[src/rtl/mult_step_counter.sv]
// Iteration sequencer for the shift-add multiplier: counts STEPS enabled iterations
// up or down and reports step strobe, terminal flag, busy and a one-cycle done pulse.
module mult_step_counter #(
    parameter int unsigned CNT_W = 3,
    parameter int unsigned STEPS = 4,
    parameter bit          DOWN  = 1'b0
) (
    input  logic             clk,
    input  logic             rst,
    input  logic             start,
    input  logic             en,
    input  logic             abort,
    output logic [CNT_W-1:0] count,
    output logic             step,
    output logic             k,
    output logic             busy,
    output logic             done
);

    localparam longint unsigned MAX_STEPS = 64'd1 << CNT_W;

    if (CNT_W < 1 || STEPS < 2 || 64'(STEPS) > MAX_STEPS) begin : g_bad_steps
        $error("mult_step_counter: STEPS must lie in 2..2**CNT_W");
    end

    localparam logic [CNT_W-1:0] LAST = CNT_W'(STEPS - 1);
    localparam logic [CNT_W-1:0] INIT = DOWN ? LAST : '0;
    localparam logic [CNT_W-1:0] TERM = DOWN ? '0 : LAST;

    typedef enum logic [1:0] {
        StIdle,
        StRun,
        StDone
    } state_e;

    state_e           state_q, state_d;
    logic [CNT_W-1:0] count_q, count_d;

    always_ff @(posedge clk or posedge rst) begin
        if (rst) begin
            state_q <= StIdle;
            count_q <= INIT;
        end else begin
            state_q <= state_d;
            count_q <= count_d;
        end
    end

    always_comb begin
        state_d = state_q;
        count_d = count_q;
        unique case (state_q)
            StIdle: begin
                if (start) begin
                    state_d = StRun;
                    count_d = INIT;
                end
            end
            StRun: begin
                // abort beats both the stall and the terminal transition
                if (abort) begin
                    state_d = StIdle;
                    count_d = INIT;
                end else if (en) begin
                    if (count_q == TERM) begin
                        state_d = StDone;
                        count_d = INIT;
                    end else if (DOWN) begin
                        count_d = count_q - CNT_W'(1);
                    end else begin
                        count_d = count_q + CNT_W'(1);
                    end
                end
            end
            StDone: begin
                state_d = start ? StRun : StIdle;
                count_d = INIT;
            end
            default: begin
                state_d = StIdle;
                count_d = INIT;
            end
        endcase
    end

    always_comb begin
        count = count_q;
        busy  = (state_q == StRun);
        done  = (state_q == StDone);
        step  = busy & en;
        k     = busy & (count_q == TERM);
    end

endmodule

[config.mk]
export PLATFORM = sky130hd
export DESIGN_NAME = mult_step_counter
export DESIGN_NICKNAME = d
export VERILOG_FILES = /design/src/rtl/mult_step_counter.sv
export SDC_FILE = /design/constraint.sdc
export NUM_CORES = 1
export LEC_CHECK = 0
export BUFFER_PORTS_ARGS = -buffer_cell sky130_fd_sc_hd__buf_2
export CAP_MARGIN = 25
export CORE_AREA = 4 4 41 43
export DETAILED_ROUTE_END_ITERATION = 16
export DIE_AREA = 0 0 45 47
export HOLD_SLACK_MARGIN = 0.06
export PLACE_DENSITY = 0.49
export SLEW_MARGIN = 30
export SYNTH_ARGS = -nofsm -noshare
export SYNTH_HDL_FRONTEND = slang
export SYNTH_SLANG_ARGS = --single-unit
[constraint.sdc]
create_clock -name clk -period 1.8 [get_ports clk]
set_clock_uncertainty 0.1 [all_clocks]
set_input_delay 0.27 -clock clk [delete_from_list [all_inputs] [get_ports clk]]
set_output_delay 0.27 -clock clk [all_outputs]
set_load 0.05 [all_outputs]
# Yosys cells after proc, flatten, opt, wreduce, memory -nomap -nowiden
# Cells that the tools add are included.
# Widths: inputs -> output; s select.
[classes] n_addsub=1 n_eq_ne=6 mux=11 bitwise=2 n_reduce_logical=3
[op_table] op="$mux 3" count=4
[op_table] op="$mux 2" count=4
[op_table] op="$pmux 2 s3" count=1
[op_table] op="$pmux 3 s2" count=1
[op_table] op="$add 3x1->3 const B" count=1
[op_table] op="$eq 3x2->1 const B" count=1
[op_table] op="$ne 3x2->1 const B" count=1
[op_table] op="$ne 3x3->1 const B" count=1
[op_table] op="$reduce_and 3->1" count=1
[op_table] op="$and 1x1->1" count=2
[op_table] op="$eq 2x1->1 const B" count=1
[op_table] op="$eq 2x2->1 const B" count=1
[op_table] op="$logic_not 2->1" count=1
[op_table] op="$ne 2x2->1 const B" count=1
[op_table] op="$reduce_and 2->1" count=1
[op_table] op="$mux 1" count=1
[word_totals] register_bits=5 inputBits=5 word_cells=25

# Depth between registers and ports, before layout
[logic_depth] word_depth=5 mapped_depth=4 ltp_nobuf=4

# Worst setup path after synthesis
# No wires, ideal clock.
[synth_path] kind="flip-flop to output port" start="register count_q[0] (netlist: count[0])" end="output port k" arrival_ps=1517 path_slack_ps=-87 stages_incl_launch_ff=4 path_buffers=0 path_cell_list="dfrtp_1 ha_1 nor2b_4 and2_1"
[synth_between] elab_chain_cells=2
[synth_lines] element="start, declared" line_no="37" text="logic [CNT_W-1:0] count_q, count_d;"
[synth_lines] element="start signal, assigned" line_no="45" text="count_q <= count_d;"
[synth_lines] element="$eq 3x2->1" line_no="91" text="k = busy & (count_q == TERM);"
[synth_lines] element="$and 1x1->1" line_no="91"
[synth_lines] element="end, declared" line_no="15" text="output logic k,"
# No other way between the ends.

# Worst setup path in the final report
# Same ends and word-level chain as after synthesis.

==> flow_summary.json <==
{
  "nets": 51,
  "ys_seq_area_frac": 0.4149,
  "yosysTopAreaCellShare": 0.4149,
  "multi_input_area_um2": 170.2,
  "avgSynthCellArea_um2": 11.17,
  "nFillCells": 141,
  "drv_cap": 0,
  "grt_pass1_vias": 254,
  "start_util": 0.2317,
  "hp-class": "in2reg",
  "power_uw": 331.5,
  "numClockSinks": 5,
  "fin_crit_sh": 0.9592,
  "hold_viol_final": 0,
  "drt_iter0_drc": 3,
  "power_density_mw_per_mm2": 783.9,
  "critPathKind": "reg2out",
  "viasPerCell": 4.305,
  "seq_area_um2": 125.1,
  "die_height_um": 47,
  "rows": 13,
  "io_pins": 12,
  "synth.distinct_cells": 18,
  "arrival_ps": 1360,
  "dieWidth_um": 45,
  "setup_violations": 0,
  "port_buffers": 11,
  "synth_cells": 27,
  "avgRoutedWirePerCell_um": 11.12,
  "first_pass_iters": 4,
  "ys_ff_latch": 5,
  "status": "completed",
  "max_freq_mhz": 579.2,
  "slew_headroom": 0.8343,
  "grt_pass1_wl_um": 1055,
  "drc": 0,
  "grt_remaining_overflow": 0,
  "routabilityCongestion": 0.6812,
  "cts.path.max_buffers": 2,
  "cts_tree": "yes",
  "p_leak_uw": 0.0002132,
  "clk_latency_ps": 240,
  "synth_area_leaders": "dfrtp_1 (41%), nand4bb_2 (5.4%), o32ai_2 (5.4%)",
  "mappedNetlistNets": 33,
  "required_ps": 1430,
  "antenna_found_initial": 0,
  "design.die.area_mm2": 0.002115,
  "layout_min_cycle_time_ps": 1727,
  "async_flop_share": 1.000,
  "core_mm2": 0.001301,
  "grt_max_degree": 8,
  "rsz0062_at_grt": "false",
  "numCtsBuffers": 3,
  "root_buffer": "clkbuf_4",
  "num_antenna_cells": 0,
  "cp-end-kind": "primary output",
  "irDropWorstVdd_uv": 388.1,
  "ant_nets": 0,
  "synth_edf_count": 0,
  "postLayoutCoreUtil": 0.3250,
  "clk_pin_slew_worst_paths_ps": 40,
  "cp_max_fo": 5,
  "grt_usage": 0.07558,
  "start_kind": "register",
  "dr_total_vias": 254,
  "areaGrowthSynthToFinish_pct": 40.25,
  "tightestPinTransition_ps": 250.3,
  "drive_gt1_frac": 0.5000,
  "htree_levels": 1,
  "drv_slew": 0,
  "tns_ps": 0,
  "netlist_area_um2": 301.5,
  "yosys_warnings": 0,
  "synth-main-ff-cell": "dfrtp_1",
  "routed_wl_um": 656,
  "synth_top_cell_by_area": "dfrtp_1"
}
==> logic make-up after synthesis <==
| logic type | after synthesis | synth area share |
|---|---|---|
| buf+inv | 2 | 0.02491 |
| mux | 1 | 0.03734 |
| simple gates | 12 | 0.2739 |
| fa+ha+maj | 1 | 0.04149 |
| flops | 5 | 0.4149 |
| compound gates | 6 | 0.2075 |
==> sequential cells by signal, indices dropped and copies added, names as in the netlist <==
signal,count
count,3
state_q,2
==> area by class of cell <==
| class | count | area share |
|---|---|---|
| sequential | 5 | 0.2959 |
| timing repair buffer | 13 | 0.1775 |
| clock buffer | 4 | 0.06213 |
| tap | 15 | 0.04438 |
| multi-input combinational | 20 | 0.4024 |
| inverter | 2 | 0.01775 |
==> metal layers <==
| layer | track usage | vias up | routed length [um] |
|---|---|---|---|
| met3 | 0.02682 | 0 | 63 |
| li1 | - | 129 | - |
| met4 | 0.08772 | 0 | 0 |
| met1 | 0.08585 | 115 | 285 |
| met5 | 0 | - | 0 |
| met2 | 0.1017 | 10 | 307 |
==> cells in the final DEF, fill, tap and decap left out <==
cell type,n
buf_2,10
nor2b_1,1
clkbuf_4,4
nand2b_1,1
inv_1,2
dfrtp_1,5
nand4bb_2,1
mux2_2,1
clkbuf_1,1
o22a_1,1
ha_1,1
nor2_1,3
dlygate4sd3_1,1
and2_2,1
and2b_2,1
a211oi_1,1
and2_1,1
nand2_1,2
nor2b_4,1
o2bb2ai_2,1
a21oi_1,1
o211a_1,1
buf_4,1
o32ai_2,1
==> where the power goes <==
part           internal, uW  switching, uW  total, uW
Sequential              119           7.41        126
Combinational          29.3           50.3       79.6
Clock                  83.6           42.4        126
Total                   231            100        332
==> worst max-delay path, cell delays in order (launching register included) <==
cell and delay (ps):
dfrtp_1 390, ha_1 220, nor2b_4 140, and2_2 160, clkbuf_4 200
==> per-stage QoR <==
stage                     instance area [um2]  std cells  setup slack (ps)  hold slack (ps)
final                                   422.9         59             73.39            211.6
after global routing                    422.9         59             13.48            215.6
after CTS                               412.9         58             15.19            199.9
after detailed placement                376.6         53             269.1            70.96
after global placement                  376.6         53             283.8            72.03
after floorplan                         302.8         27             41.71           -51.48
==> what timing repair did <==
item / 4_1_cts / 5_1_grt
setup endpoints to repair: 0 / 1
hold endpoints to repair: 5 / 0
buffers inserted: 0 / 1
gates resized for setup: 0 / 1
hold buffers: 1 / 0
==> synth_stat cells (2+ instances only) <==
master / instances
nand2_1: 2
dfrtp_1: 5
inv_1: 2
nor2_1: 3
and2_1: 2
==> worst paths after layout <==
path	start	endpoint	slack [ps]	cells after the start
worst max-delay path	count[0]$_DFFE_PP0P_	k	70	4
worst min-delay path	start	state_q[0]$_DFFE_PP0P_	210	2
worst max register to register	count[0]$_DFFE_PP0P_	state_q[0]$_DFFE_PP0P_	450	4
worst min register to register	count[0]$_DFFE_PP0P_	count[0]$_DFFE_PP0P_	420	1
max in group asynchronous	rst	state_q[1]$_DFFE_PP0P_	1070	3
min in group asynchronous	rst	count[0]$_DFFE_PP0P_	370	3
Note: power is estimated with default switching activity, not from simulation.
